--- src/rtl/mc_ctrl_fsm_pkg.sv ---
// Shared types and constants for the multi-cycle RV32I-subset control FSM.
// Holds the state encoding, ALU operation codes, opcodes and trap causes.
package ctrl_pkg;

    typedef enum logic [3:0] {
        ST_IDLE,
        ST_FETCH,
        ST_DECODE,
        ST_EXEC_R,
        ST_EXEC_I,
        ST_WB_ALU,
        ST_ADDR,
        ST_MEM_RD,
        ST_WB_MEM,
        ST_MEM_WR,
        ST_BRANCH,
        ST_TRAP
    } state_e;

    localparam logic [1:0] ALU_ADD  = 2'b00;
    localparam logic [1:0] ALU_SUB  = 2'b01;
    localparam logic [1:0] ALU_FUNC = 2'b10;

    localparam logic [6:0] OP_R      = 7'b0110011;
    localparam logic [6:0] OP_I      = 7'b0010011;
    localparam logic [6:0] OP_LOAD   = 7'b0000011;
    localparam logic [6:0] OP_STORE  = 7'b0100011;
    localparam logic [6:0] OP_BRANCH = 7'b1100011;

    localparam logic [2:0] F3_BEQ = 3'b000;
    localparam logic [2:0] F3_BNE = 3'b001;

    localparam logic [1:0] CAUSE_NONE    = 2'd0;
    localparam logic [1:0] CAUSE_ILL_OP  = 2'd1;
    localparam logic [1:0] CAUSE_ILL_BR  = 2'd2;
    localparam logic [1:0] CAUSE_TIMEOUT = 2'd3;

    // States that hold an outstanding request on the memory port.
    function automatic logic is_mem_state(input state_e s);
        return (s == ST_FETCH) || (s == ST_MEM_RD) || (s == ST_MEM_WR);
    endfunction

endpackage

--- src/rtl/mc_ctrl_fsm_mem_wait_timer.sv ---
// Counts stalled cycles of an outstanding memory request and flags expiry
// when the request is still unanswered in its MEM_TIMEOUT-th cycle.
module mem_wait_timer #(
    parameter int MEM_TIMEOUT = 64
) (
    input  logic clk,
    input  logic rst_n,
    input  logic clr_i,
    input  logic en_i,
    output logic expired_o
);

    localparam int W = $clog2(MEM_TIMEOUT);
    localparam logic [W-1:0] LIMIT = W'(MEM_TIMEOUT - 1);

    logic [W-1:0] cnt_q;
    logic [W-1:0] cnt_d;

    always_comb begin
        cnt_d = cnt_q;
        if (clr_i) begin
            cnt_d = '0;
        end else if (en_i) begin
            cnt_d = cnt_q + W'(1);
        end
    end

    always_ff @(posedge clk or negedge rst_n) begin
        if (!rst_n) begin
            cnt_q <= '0;
        end else begin
            cnt_q <= cnt_d;
        end
    end

    assign expired_o = en_i && (cnt_q == LIMIT);

endmodule

--- src/rtl/mc_ctrl_fsm.sv ---
// Multi-cycle control FSM for an RV32I-subset datapath: sequences fetch,
// decode, execute, memory and writeback, retires instructions and traps.
module mc_ctrl_fsm
    import ctrl_pkg::*;
#(
    parameter int MEM_TIMEOUT = 64,
    parameter int CNT_W       = 32
) (
    input  logic             clk,
    input  logic             rst_n,
    input  logic             run,
    input  logic [6:0]       opcode,
    input  logic [2:0]       func3,
    input  logic             alu_zero,
    input  logic             mem_ready,
    output logic             mem_req,
    output logic             mem_we,
    output logic             addr_sel,
    output logic             ir_we,
    output logic             pc_we,
    output logic             pc_src,
    output logic             alu_src_b,
    output logic [1:0]       alu_op,
    output logic             reg_we,
    output logic             wb_sel,
    output logic             busy,
    output logic             trap,
    output logic [1:0]       trap_cause,
    output logic [CNT_W-1:0] retired
);

    state_e           state_q, state_d;
    logic [1:0]       cause_q, cause_d;
    logic [CNT_W-1:0] retired_q, retired_d;
    logic             srcb_hold_q, srcb_hold_d;
    logic             retire;
    logic             in_mem;
    logic             tmo_clr;
    logic             tmo_en;
    logic             tmo_expired;
    logic             br_legal;
    logic             br_taken;

    // Timer runs only while a request is stalled; any completion or leaving
    // the memory states rearms it, so every new request starts from zero.
    assign in_mem  = is_mem_state(state_q);
    assign tmo_clr = !in_mem || mem_ready;
    assign tmo_en  = in_mem && !mem_ready;

    mem_wait_timer #(
        .MEM_TIMEOUT (MEM_TIMEOUT)
    ) u_timer (
        .clk       (clk),
        .rst_n     (rst_n),
        .clr_i     (tmo_clr),
        .en_i      (tmo_en),
        .expired_o (tmo_expired)
    );

    assign br_legal = (func3 == F3_BEQ) || (func3 == F3_BNE);
    assign br_taken = (func3 == F3_BEQ) ? alu_zero : !alu_zero;

    always_ff @(posedge clk or negedge rst_n) begin
        if (!rst_n) begin
            state_q     <= ST_IDLE;
            cause_q     <= CAUSE_NONE;
            retired_q   <= '0;
            srcb_hold_q <= 1'b0;
        end else begin
            state_q     <= state_d;
            cause_q     <= cause_d;
            retired_q   <= retired_d;
            srcb_hold_q <= srcb_hold_d;
        end
    end

    always_comb begin
        state_d     = state_q;
        cause_d     = cause_q;
        retire      = 1'b0;
        srcb_hold_d = srcb_hold_q;
        unique case (state_q)
            ST_IDLE: begin
                if (run) state_d = ST_FETCH;
            end
            ST_FETCH: begin
                if (mem_ready) begin
                    state_d = ST_DECODE;
                end else if (tmo_expired) begin
                    state_d = ST_TRAP;
                    cause_d = CAUSE_TIMEOUT;
                end
            end
            ST_DECODE: begin
                case (opcode)
                    OP_R:              state_d = ST_EXEC_R;
                    OP_I:              state_d = ST_EXEC_I;
                    OP_LOAD, OP_STORE: state_d = ST_ADDR;
                    OP_BRANCH:         state_d = ST_BRANCH;
                    default: begin
                        state_d = ST_TRAP;
                        cause_d = CAUSE_ILL_OP;
                    end
                endcase
            end
            ST_EXEC_R: begin
                state_d     = ST_WB_ALU;
                srcb_hold_d = 1'b0;
            end
            ST_EXEC_I: begin
                state_d     = ST_WB_ALU;
                srcb_hold_d = 1'b1;
            end
            ST_WB_ALU: retire = 1'b1;
            ST_ADDR: begin
                state_d = (opcode == OP_LOAD) ? ST_MEM_RD : ST_MEM_WR;
            end
            ST_MEM_RD: begin
                if (mem_ready) begin
                    state_d = ST_WB_MEM;
                end else if (tmo_expired) begin
                    state_d = ST_TRAP;
                    cause_d = CAUSE_TIMEOUT;
                end
            end
            ST_WB_MEM: retire = 1'b1;
            ST_MEM_WR: begin
                if (mem_ready) begin
                    retire = 1'b1;
                end else if (tmo_expired) begin
                    state_d = ST_TRAP;
                    cause_d = CAUSE_TIMEOUT;
                end
            end
            ST_BRANCH: begin
                if (br_legal) begin
                    retire = 1'b1;
                end else begin
                    state_d = ST_TRAP;
                    cause_d = CAUSE_ILL_BR;
                end
            end
            ST_TRAP: state_d = ST_TRAP;
            default: state_d = ST_IDLE;
        endcase
        if (retire) state_d = run ? ST_FETCH : ST_IDLE;
        retired_d = retired_q + (retire ? CNT_W'(1) : CNT_W'(0));
    end

    always_comb begin
        mem_req   = 1'b0;
        mem_we    = 1'b0;
        addr_sel  = 1'b0;
        ir_we     = 1'b0;
        pc_we     = 1'b0;
        pc_src    = 1'b0;
        alu_src_b = 1'b0;
        alu_op    = ALU_ADD;
        reg_we    = 1'b0;
        wb_sel    = 1'b0;
        unique case (state_q)
            ST_FETCH: begin
                mem_req = 1'b1;
                ir_we   = mem_ready;
                pc_we   = mem_ready;
            end
            ST_EXEC_R: alu_op = ALU_FUNC;
            ST_EXEC_I: begin
                alu_src_b = 1'b1;
                alu_op    = ALU_FUNC;
            end
            ST_WB_ALU: begin
                alu_src_b = srcb_hold_q;
                alu_op    = ALU_FUNC;
                reg_we    = 1'b1;
            end
            ST_ADDR: alu_src_b = 1'b1;
            ST_MEM_RD: begin
                mem_req   = 1'b1;
                addr_sel  = 1'b1;
                alu_src_b = 1'b1;
            end
            ST_WB_MEM: begin
                reg_we = 1'b1;
                wb_sel = 1'b1;
            end
            ST_MEM_WR: begin
                mem_req   = 1'b1;
                mem_we    = 1'b1;
                addr_sel  = 1'b1;
                alu_src_b = 1'b1;
            end
            ST_BRANCH: begin
                alu_op = ALU_SUB;
                pc_we  = br_legal && br_taken;
                pc_src = br_legal && br_taken;
            end
            default: ;
        endcase
    end

    assign busy       = (state_q != ST_IDLE) && (state_q != ST_TRAP);
    assign trap       = (state_q == ST_TRAP);
    assign trap_cause = cause_q;
    assign retired    = retired_q;

endmodule

--- config.mk ---
export PLATFORM = sky130hd
export DESIGN_NAME = mc_ctrl_fsm
export DESIGN_NICKNAME = d
export VERILOG_FILES = /design/src/rtl/mc_ctrl_fsm_pkg.sv /design/src/rtl/mc_ctrl_fsm_mem_wait_timer.sv /design/src/rtl/mc_ctrl_fsm.sv
export SDC_FILE = /design/constraint.sdc
export NUM_CORES = 1
export LEC_CHECK = 0
export ABC_AREA = 1
export CORE_UTILIZATION = 45
export DETAILED_ROUTE_END_ITERATION = 8
export PLACE_DENSITY_LB_ADDON = 0.05
export SLEW_MARGIN = 10
export SYNTH_ARGS = -nofsm -noshare
export SYNTH_HDL_FRONTEND = slang
export SYNTH_SLANG_ARGS = --single-unit
--- constraint.sdc ---
create_clock -name clk -period 2.6 [get_ports clk]
set_clock_uncertainty 0.1 [all_clocks]
set_input_delay 0.52 -clock clk [delete_from_list [all_inputs] [get_ports clk]]
set_output_delay 0.52 -clock clk [all_outputs]
set_load 0.02 [all_outputs]
* Yosys cells after proc, flatten, opt, wreduce, memory -nomap -nowiden *
Cells that the tools add are included.

word-level totals
  bits in registers = 45
  bits of input ports = 15
  output and inout bits = 47
  logic and storage cells = 95

cells by class
  add/subtract/negate cells = 2
  equality and inequality tests = 27
  multiplexer cells = 34
  reduce and logical (&&, ||, !) cells = 27

operators by type and width
  operator             count
  $pmux 4 s10          1
  $add 32x1->32        1
  $mux 4               8
  $eq 4x3->1 const B   4
  $eq 4x4->1 const B   4
  $pmux 4 s4           1
  $eq 7x6->1 const B   2
  $mux 1               12
  $mux 6               2
  $ne 3x3->1 const B   3
  $eq 4x2->1 const B   2
  $mux 2               4
  $reduce_or 2->1      4
  $eq 7x2->1 const B   1
  $eq 7x5->1 const B   1
  $eq 7x7->1 const B   1
  $add 6x1->6 const B  1
  $eq 6x6->1 const B   1
  $ne 2x2->1 const B   3
  $pmux 1 s2           3
  $pmux 2 s3           1
  $reduce_or 3->1      2
  $reduce_and 5->1     1
  $reduce_or 5->1      1
  other kinds (16)     26

* Depth between registers and ports, before layout *
  word-level depth = 9
  gate-level depth with buffers = 14
  gate-level depth less buffers = 14

* Modules after synthesis *
Synthesis repeated with hierarchy kept, for this count alone.

unflattened totals
  cells, all modules = 389
  area, all modules = 2,847.7 sq um

modules (own cells, without submodules)
  module          instances  cells an instance  area each (sq um)  sequential area each (sq um)
  mc_ctrl_fsm     1          344                2,503.7            975.9
  mem_wait_timer  1          45                 344.1              150.1

* Worst setup path before layout *
Ideal clock, no wire load.

  path type = register to register
  start = register state_q[1]
  end = register retired_q[30], in the netlist retired[30]
  setup time = 0.117 ns
  arrival time = 2.175 ns
  required time = 2.383 ns
  slack = 0.208 ns
  cell stages (with the launch flop) = 15
  path buffers = 0
  period minus slack after synthesis = 2.392 ns
  path through = dfrtp_1 -> nor2_1 -> inv_1 -> nor2_2 -> nor2_2 -> nand3_2 -> ha_1 -> ha_1 -> nand3_2 -> nor2_1 -> inv_1 -> nor2_1 -> nand2_1 -> nand2_1 -> nand2_1

on the way
  cells in the longest elaborated chain, start to end = 5
  elaborated cells between the ends (all ways) = 8
  classes of those cells = add/sub: 1; eq/ne: 4; mux: 2; reduce/logical: 1

RTL lines
  what                                             RTL line            text
  from (decl)                                      mc_ctrl_fsm.sv:32   state_e state_q, state_d;
  from (signal assigned)                           mc_ctrl_fsm.sv:70   state_q <= state_d;
  $eq 4x4->1 / $eq 4x3->1 (equally long branches)  mc_ctrl_fsm.sv:82   unique case (state_q)
  $reduce_or 2->1 (no source line)                 --
  $pmux 1 s3 (*)                                   mc_ctrl_fsm.sv:82
  $mux 1 (*)                                       mc_ctrl_fsm.sv:147  retired_d = retired_q + (retire ? CNT_W'(1) : CNT_W'(0));
  $add 32x1->32 (*)                                mc_ctrl_fsm.sv:147
  named net retired_d[30]                          mc_ctrl_fsm.sv:34   logic [CNT_W-1:0] retired_q, retired_d;
  to (signal assigned)                             mc_ctrl_fsm.sv:72   retired_q <= retired_d;
  to (decl)                                        mc_ctrl_fsm.sv:34

Mark *: on every way through the listed nets, which the timed path passes. The rest lies on a longest branch.
A chain may end at the register's enable or synchronous reset.

* Worst setup path after layout *
  start = register state_q[2]
  end = output port reg_we

on the way
  cells in the longest elaborated chain, start to end = 3
  elaborated cells between the ends (all ways) = 4
  classes of those cells = eq/ne: 2; mux: 1; reduce/logical: 1

RTL lines
  what                                             RTL line            text
  $eq 4x4->1 / $eq 4x3->1 (equally long branches)  mc_ctrl_fsm.sv:161  unique case (state_q)
  $reduce_or 2->1 (no source line) (*)             --
  $mux 1 (*)                                       mc_ctrl_fsm.sv:161
  to (decl)                                        mc_ctrl_fsm.sv:24   output logic reg_we,

Mark *: on every way between the ends. The rest lies on a longest branch, timed or not.

==> run metrics <==
status=complete, no violations; Power Density=650 nW/um2; Yosys top cell area share=0.429; unrepaired setup endpoints after global routing=no; distinct cell type count after synthesis=23; critical path's largest stage delay=0.59 ns; Filler cells=509; most frequent cells in the layout=nand2_1 (95), clkdlybuf4s50_1 (55), nor2_1 (50), dfrtp_1 (43), inv_1 (39); average cell area after synthesis=7.50 um2; synthesized flop and latch total=45; Worst setup EP type=output pin; nets@finish=447; post-detail-place hpwl=5.25 mm; Hold WC Path Type=in -> async; CP Data Required Time=1.98 ns; wire per inst=13.3 um; Fmax achieved=0.405 GHz; initial antenna violation count=0; CTS buffer count=5; Reg clk slew, reported paths=0.09 ns; crit share post-route=0.949; CP max stage cell=clkdlybuf4s50_1; worst path cell trace=inv_2, nand2_2, nor2_2, nor2_2, inv_1, clkdlybuf4s50_1; core box area=5570 um2; Detail Route Antenna Nets=0; Power, Total=2.30 mW; switching power=912 uW; clk root buf=clkbuf_8; register area share after synthesis=0.429; full die area=6150 um2; number of diodes=0; measured slew at the worst slew-check pin=0.555 ns; worst skew pair latency=0.31 ns; Setup violations, final=0; clk sinks=45; Vias=2556; setup slack, reg-to-reg=0.18 ns; Starting Density=0.471; pin count of the biggest net entering global routing=26; # DRC=0; DRT Pass-1 Iters=6; Final GP Congestion=0.931; fin cells=502; Power Internal=1.38 mW; Net Sw Frac=0.398; initial DRC count=225; post-layout util=0.634; Syn Inst Count=350; Layout area overhead=34.5%; Pleak=1.70 nW; Syn Nets=368; Chip Width=78.4 um; Clock Tree Buf Depth=2; maximum VDD drop=0.409 mV; Synth Warn #=0; Synth Cell Area=2630 um2; Slew Viols, Final=0; Gate power share=0.418; cell row count=27; cells on worst reg2reg path=14; most common cell after layout, fill and taps aside=nand2_1; placed insts=494; Die Ht=78.4 um; Via density=5.09; Period minus WS final=2.47 ns; Max-Cap Viols=0; Worst path most repeated cell=nor2_2; post-CTS setup buffers=0; share of layout cells above drive strength 1=0.112; Crit path arrival time=1.85 ns; H-tree levels=2; worst-path maximum fanout=6; GRT overflow=0; Sequential Power Share=0.389; max_slew headroom=0.630; I/O pins=62; final hold slack=0.0871 ns; CP Class=reg -> out; worst flop-to-flop path endpoint=retired[28]$_DFF_PN0_; All-Layer GR Usage=0.234; area leader, netlist=dfrtp_1; Buffers on Ports=61; Critical Path Source Type=flop; Crit Reg-Reg Startpoint=state_q[2]$_DFFE_PN0P_; final WL=6.67 mm; synth top area cells=dfrtp_1 (43%), nand2_1 (14%), nor2_1 (7.6%), inv_1 (5.6%), xor2_1 (5.3%); global-route wire length before repair=11.0 mm; TritonCTS clock tree=yes; clock power share=0.193; vias in the first global route=2389; Final Hold Vio Count=0
## critical path: cells and delay by family (launching register included)
family	cells	cell delay (ns)
buffers and inverters	3	0.73
DFF	1	0.46
and+or+nand+nor	3	0.36
## power groups by stage
stage | registers, mW | logic (mW) | clock network (mW)
2_1_floorplan | 0.942 | 0.504 | 0
3_3_place_gp | 0.899 | 0.944 | 0
3_5_place_dp | 0.898 | 0.950 | 0
4_1_cts | 0.891 | 0.948 | 0.461
5_1_grt | 0.910 | 1.06 | 0.484
6_report | 0.893 | 0.959 | 0.443
## per-layer routing
layer	share of wire	vias up	wire length (um)	global-route usage
met2	0.42	96	2820	0.335
met3	0.066	8	441	0.0407
met5	0	-	0	0
met1	0.50	1180	3310	0.347
li1	-	1272	-	-
met4	0.015	0	99	0.0926
## synthesized netlist by cell type, drive strengths merged
master,instances
nor3b,1
nand3b,5
dfrtp,45
inv,42
nand3,23
o21ai,10
nand4,11
xor2,16
or2,1
nand2,97
nor3,14
o22ai,1
nor2,60
ha,3
a21oi,10
xnor2,11
## worst max path at each step
stage	slack (ns)	startpoint	cells after the start	end
floorplan	0.21	state_q[1]$_DFFE_PN0P_	14	retired[30]$_DFF_PN0_
CTS	0.06	state_q[2]$_DFFE_PN0P_	6	alu_src_b
finish	0.13	state_q[2]$_DFFE_PN0P_	6	reg_we
global route	0.002	state_q[2]$_DFFE_PN0P_	14	retired[28]$_DFF_PN0_
detailed placement	-0.05	func3[2]	13	retired[30]$_DFF_PN0_
global placement	0.03	func3[1]	13	retired[30]$_DFF_PN0_
## registers in the layout (all words and copies together) (netlist names)
register and flops:
retired 32, u_timer.cnt_q 6, state_q 4, srcb_hold_q 1, trap_cause 2
## repair_timing
action / CTS / global route
hold endpoints to repair: 0 / 0
endpoints found under the setup margin: 3 / 10
resized for setup: 5 / 10
hold buffers: 0 / 0
## metrics by stage
step / area (um2) / TNS, ns / worst slack, ns
4_1_cts: 3500 / 0 / 0.0595
3_5_place_dp: 3400 / -0.0517 / -0.0465
6_report: 3530 / 0 / 0.133
2_1_floorplan: 2630 / 0 / 0.208
5_1_grt: 3530 / 0 / 0.00158
3_3_place_gp: 3400 / 0 / 0.0337
## layout make-up
type,count,area [um2],share of cell area
Sequential cell,45,1130,0.320
Tap cell,72,90.1,0.0255
Timing Repair Buffer,72,689,0.195
Inverter,42,158,0.0446
Multi-Input combinational cell,263,1380,0.389
Clock buffer,5,68.8,0.0195
Clock inverter,3,22.5,0.00638
## kinds of logic (layout without fill, tap and decap cells)
| logic type | count (synthesis) | after routing | share of synthesized area |
|---|---|---|---|
| AO/OA/AOI/OAI | 21 | 21 | 0.0405 |
| XOR/XNOR | 27 | 27 | 0.0900 |
| adder cells (fa/ha/maj) | 3 | 3 | 0.0143 |
| buffers and inverters | 42 | 122 | 0.0600 |
| flip-flops | 45 | 45 | 0.429 |
| AND/OR/NAND/NOR | 212 | 212 | 0.366 |
(Power assumes the default switching activity.)
==> variant 1 (same settings) <==
`MEM_TIMEOUT` is set to 64 in 2 places; all go to 32.
--- a/src/rtl/mc_ctrl_fsm_mem_wait_timer.sv
+++ b/src/rtl/mc_ctrl_fsm_mem_wait_timer.sv
@@ -2,5 +2,5 @@
 // when the request is still unanswered in its MEM_TIMEOUT-th cycle.
 module mem_wait_timer #(
-    parameter int MEM_TIMEOUT = 64
+    parameter int MEM_TIMEOUT = 32
 ) (
     input  logic clk,
--- a/src/rtl/mc_ctrl_fsm.sv
+++ b/src/rtl/mc_ctrl_fsm.sv
@@ -4,5 +4,5 @@
     import ctrl_pkg::*;
 #(
-    parameter int MEM_TIMEOUT = 64,
+    parameter int MEM_TIMEOUT = 32,
     parameter int CNT_W       = 32
 ) (
Behaviour: same outputs for any inputs over 10 cycles, from zero or initial values and one cycle with rst_n low; that may be too few to reach the edited logic, so the function may still have changed.
==> variant 1 against the unedited design <==
Setup slack got worse by 0.013 ns. Area after synthesis decreased by 1.5%. Fmax decreased by 0.53%. Combinational power increased by 32%. Sequential power increased by 1%. Via count decreased by 4.9%. Wire length decreased by 2.3%. Cell area increased by 0.25%. Synthesized cell count decreased by 2.0%. Worst hold slack improved by 0.027 ns. Non-clock buffer count increased by 6. Total power increased by 14%. Sequential cell count decreased by 1.
==> variant 1: results (changes against the unedited design) <==
| Metric | Value |
|---|---|
| Run status | finished clean |
| Max FO, Critical Path | 5 (-1) |
| Vias in the first global route | 2260 (-5.4%) |
| Leak pwr | 1.72 nW (+1.2%) |
| Initial DRT Pass Iterations | 4 (-2) |
| Fin cells | 501 (-0.20%) |
| DRT iter0 DRCs | 148 (-34%) |
| Distinct cells, synth | 23 (unchanged) |
| Commonest cells in the synthesized netlist | nand2_1 (101), nor2_1 (58), dfrtp_1 (44) |
| WL/cell | 13.0 um (-2.1%) |
| Worst-Margin Slew | 0.578 ns (+0.0236 ns) |
| Setup-failing EPs final | 0 (unchanged) |
| Peak supply drop | 0.621 mV (+52%) |
| Global-route usage over all layers | 23.1% (-0.30 points) |
| DP HPWL | 5.22 mm (-0.65%) |
| Placed Instances | 492 (-0.40%) |
| Vias per cell | 4.85 (-4.7%) |
| Register area share after synthesis | 42.6% (-0.32 points) |
| Worst path arrival time | around 1.9 ns |
| H-tree level count | 2 (unchanged) |
| Hold/Removal Path Class | in2async |
| Post-Route WL | 6.52 mm (-2.3%) |
| Largest cells by area after synthesis | dfrtp_1 (43%), nand2_1 (15%), nor2_1 (8.4%) |
| GPL Wtd Cong | 0.924 (-0.77%) |
| Max incr delay on CP | about 0.6 ns |
| Placed Area | 3420 um2 (+0.33%) |
| Clk buf depth | 2 (unchanged) |
| Layout cells sized above 1 | 11.7% (+0.49 points) |
| Fraction of registers with async set/reset | 100% (unchanged) |
| Worst slack, placed | -0.0857 ns (-0.0392 ns) |
| Syn nets | 362 (-1.6%) |
| Insertion delay to the later sink of the worst-skew pair | 0.30 ns |
| Largest net degree at the start of global routing | 25 (-3.8%) |
| Mapped Avg Cell Area | 7.54 um2 (+0.53%) |
| First-pass GRT wire length | 10.7 mm (-2.4%) |
| Clock slew at reported path FFs | about 0.080 ns |
variant 1: final cells by class:
cell class                 count  area [um2]
inverter                      39         146
multi-input combinational    260        1360
clock inverter                 1        7.51
timing repair buffer          78         751
clock buffer                   7        86.3
fill                         521        2000
tap                           72        90.1
sequential                    44        1100
variant 1: repair_timing:
action | in CTS | in global routing
setup endpoints to repair | 2 | 12
resized for setup | 2 | 8
pin swaps | 0 | 2
buffers inserted | 0 | 1
variant 1: kinds of logic (layout without fill, tap and decap cells):
group / Yosys count / after routing / synth area share [%]
buffers and inverters: 39 / 125 / 5.66
XOR/XNOR: 30 / 30 / 10.2
AO/OA/AOI/OAI: 14 / 14 / 2.76
AND/OR/NAND/NOR: 212 / 212 / 36.9
adder cells (fa/ha/maj): 4 / 4 / 1.93
flip-flops: 44 / 44 / 42.6
variant 1: layer usage:
metal / global-route usage, % / vias up / share of wire, %
met5: 0 / - / 0
met4: 6.79 / 0 / 1.2
met3: 4.71 / 6 / 6.8
met2: 34.1 / 88 / 41
met1: 33.8 / 1095 / 51
li1: - / 1243 / -
variant 1: worst max-delay path, delay by kind of cell, from the launching register on:
kind,cells,cell delay (ns)
buffers and inverters,2,0.77
AND/OR/NAND/NOR,3,0.38
flip-flops,1,0.42
variant 1: where the power goes:
| group | internal [mW] | switching, mW | total (mW) |
|---|---|---|---|
| clock | 0.216 | 0.234 | 0.450 |
| sequential | 0.791 | 0.115 | 0.906 |
| combinational | 0.518 | 0.751 | 1.27 |
variant 1: worst paths after layout:
path	slack, ns	start	cells after the start	end
max reg2reg	0.27	state_q[2]	15	retired[30]
min in group clk	0.37	trap_cause[0]	2	trap_cause[0]
min	0.11	rst_n	1	retired[26]
max in group asynchronous	1.77	rst_n	2	state_q[3]
max	0.12	state_q[1]	5	mem_req
min reg2reg	0.37	trap_cause[0]	2	trap_cause[0]
==> variant 2 (same settings) <==
Without the edit above. Put one more register stage on the output `retired`, with the module's reset. The value now appears one clock later. The other outputs are not delayed to match.
--- a/src/rtl/mc_ctrl_fsm.sv
+++ b/src/rtl/mc_ctrl_fsm.sv
@@ -203,5 +203,11 @@
     assign trap       = (state_q == ST_TRAP);
     assign trap_cause = cause_q;
-    assign retired    = retired_q;
+    always_ff @(posedge clk or negedge rst_n) begin
+        if (!rst_n) begin
+            retired <= '0;
+        end else begin
+            retired <= retired_q;
+        end
+    end
 
 endmodule
Function: changed (a bounded check fails within 10 cycles, from zero or initial values and one cycle with rst_n low).
==> variant 2 against the unedited design <==
Setup slack got worse by 0.028 ns. Area after synthesis grew 33%. Largest cell class is now flip-flops and latches. Critical path depth decreased by 1. Wire length grew 18%. Sequential cell count is 32 higher. Sequential share of layout area increased by 10 points. Critical endpoint is now mem_we. Cell area up 30%. Highest routed layer unchanged. First-iteration DRC count fell by 39%. Total power up 53%. Non-clock buffer count rose by 2.
==> variant 2: results (changes against the unedited design) <==
| Metric | Value |
|---|---|
| Run status | finished clean |
| Clock slew at reported path FFs | 0.08 ns |
| Regs by FF count | retired: 32 flops, retired_q: 32 flops, u_timer.cnt_q: 6 flops |
| Largest net degree at the start of global routing | 42 (+62%) |
| Fraction of registers with async set/reset | 100% (unchanged) |
| Max stage delay cell, worst path | clkdlybuf4s50_1 |
| Commonest cells in the synthesized netlist | nand2_1 (117), dfrtp_1 (77), nor2_1 (66) |
| Compound-cell area share of the yosys netlist | 2.87% (-1.2 points) |
| Syn nets | 415 (+13%) |
| WL/cell | 13.4 um (+0.97%) |
| Clk network pwr share | 28.6% (+9.3 points) |
| Internal | 2.32 mW (+68%) |
| Post-synth top flop | dfrtp_1 |
| CTS Buf Count | 9 (+4) |
| Mapped Avg Cell Area | 8.77 um2 (+17%) |
| Global-route usage over all layers | 21.7% (-1.7 points) |
| Worst-Margin Slew | 0.539 ns (-0.0153 ns) |
| DP HPWL | 6.00 mm (+14%) |
| GPL Wtd Cong | 0.883 (-5.2%) |
| Vias in the first global route | 2889 (+21%) |
| Insertion delay to the later sink of the worst-skew pair | 0.34 ns (+0.03 ns) |
| Placed Instances | 569 (+15%) |
| Initial DRT Pass Iterations | 4 (-2) |
| Adder-cell share of the synthesized area | 1.08% (-0.35 points) |
| Peak supply drop | 0.427 mV (+4.5%) |
| Vias per cell | 4.76 (-6.6%) |
| ANT cells | 0 (unchanged) |
| Nets | 500 (+12%) |
| Mux cell area share after synthesis | 0% (unchanged) |
| Yosys top cell by area | dfrtp_1 |
| Layout cells sized above 1 | 13.1% (+2.0 points) |
| Worst path arrival time | 1.87 ns (+0.02 ns) |
| Fill cell count | 672 (+32%) |
| Register area share after synthesis | 55.3% (+12 points) |
| H-tree level count | 3 (+1) |
| Post-synthesis xor/xnor area fraction | 6.04% (-3.0 points) |
| Port bufs | 61 (unchanged) |
| Root buf cell | clkbuf_8 |
| Largest cells by area after synthesis | dfrtp_1 (55%), nand2_1 (13%), nor2_1 (7.1%) |
| First-pass GRT wire length | 13.7 mm (+25%) |
| Leak pwr | 2.24 nW (+32%) |
| Clk buf depth | 2 (unchanged) |
| Max incr delay on CP | roughly 0.58 ns |
| Post-Route WL | 7.86 mm (+18%) |
| Distinct cells, synth | 26 (+13%) |
| Max FO, Critical Path | 5 (-1) |
| DRT iter0 DRCs | 138 (-39%) |
[variant 2: cell types whose count changed after synthesis, sizes merged, moves of 2 or more]
cell and delta:
xor2 -2, dfrtp +32, a21oi -5, nand4 -7, nand3 -5, nor3 -3
nor2 +18, nand2 +27, inv -7
[variant 2: worst paths after layout]
kind	from	to	slack (ns)	cells past startpoint
setup / recovery	state_q[2]	mem_we	0.11	5
hold / removal	rst_n	srcb_hold_q	0.05	1
setup reg to reg	state_q[0]	retired_q[18]	0.24	14
hold reg to reg	retired_q[25]	retired[25]	0.30	0
max in group asynchronous	rst_n	trap_cause[1]	1.76	2
min in group clk	retired_q[25]	retired[25]	0.30	0
[variant 2: kinds of logic (layout without fill, tap and decap cells)]
group / Yosys count / in the layout
DFF: 77 / 77
xor gates and xnor gates: 24 / 24
adders and majority gates: 3 / 3
AOI/OAI and AO/OA: 18 / 18
buffers and inverters: 35 / 125
and+or+nand+nor: 240 / 240
[variant 2: power by group through the flow]
stage | sequential (mW) | clock [mW] | combinational [mW]
after floorplan | 1.52 | 0 | 0.576
after global placement | 1.47 | 0 | 1.04
after detailed placement | 1.48 | 0 | 1.05
after CTS | 1.45 | 1.03 | 1.05
after global routing | 1.48 | 1.09 | 1.17
final | 1.46 | 1.00 | 1.04
[variant 2: repair_timing]
| action | CTS | global route |
|---|---|---|
| endpoints found under the setup margin | 1 | 14 |
| buffers inserted | 0 | 1 |
| resized for setup | 1 | 15 |
| pin swaps | 0 | 1 |
| cloned | 0 | 0 |
[variant 2: per-layer routing]
| metal | wire, um | global-route usage, % | up-vias |
|---|---|---|---|
| met3 | 287 | 4.74 | 5 |
| met2 | 3850 | 35.4 | 62 |
| met1 | 3660 | 28.9 | 1307 |
| met5 | 0 | 0 | - |
| met4 | 63 | 6.99 | 0 |
| li1 | - | - | 1413 |
[variant 2: final cells by class]
cell class,instances,area (um2),area share [%]
well taps,99,124,2.70
clock buffers,10,128,2.78
flip-flops and latches,77,1930,42.1
clock inverters,6,95.1,2.07
inverters,35,131,2.86
repair buffers,74,732,16.0
multi-input cells,285,1450,31.5
[variant 2: critical path: cells and delay by family (launching register included)]
family,cells,cell delay (ns)
buffers and inverters,3,0.85
and+or+nand+nor,2,0.22
DFF,1,0.45
[variant 2: through the flow]
step | area [um2] | setup TNS (ns) | util, % | worst slack (ns)
finish | 4590 | 0 | 62.2 | 0.105
global route | 4590 | -0.0389 | 62.2 | -0.0275
CTS | 4540 | 0 | 61.6 | 0.000198
detailed placement | 4320 | -0.374 | 58.6 | -0.106
global placement | 4320 | -0.213 | 58.6 | -0.107
floorplan | 3480 | 0 | - | 0.169
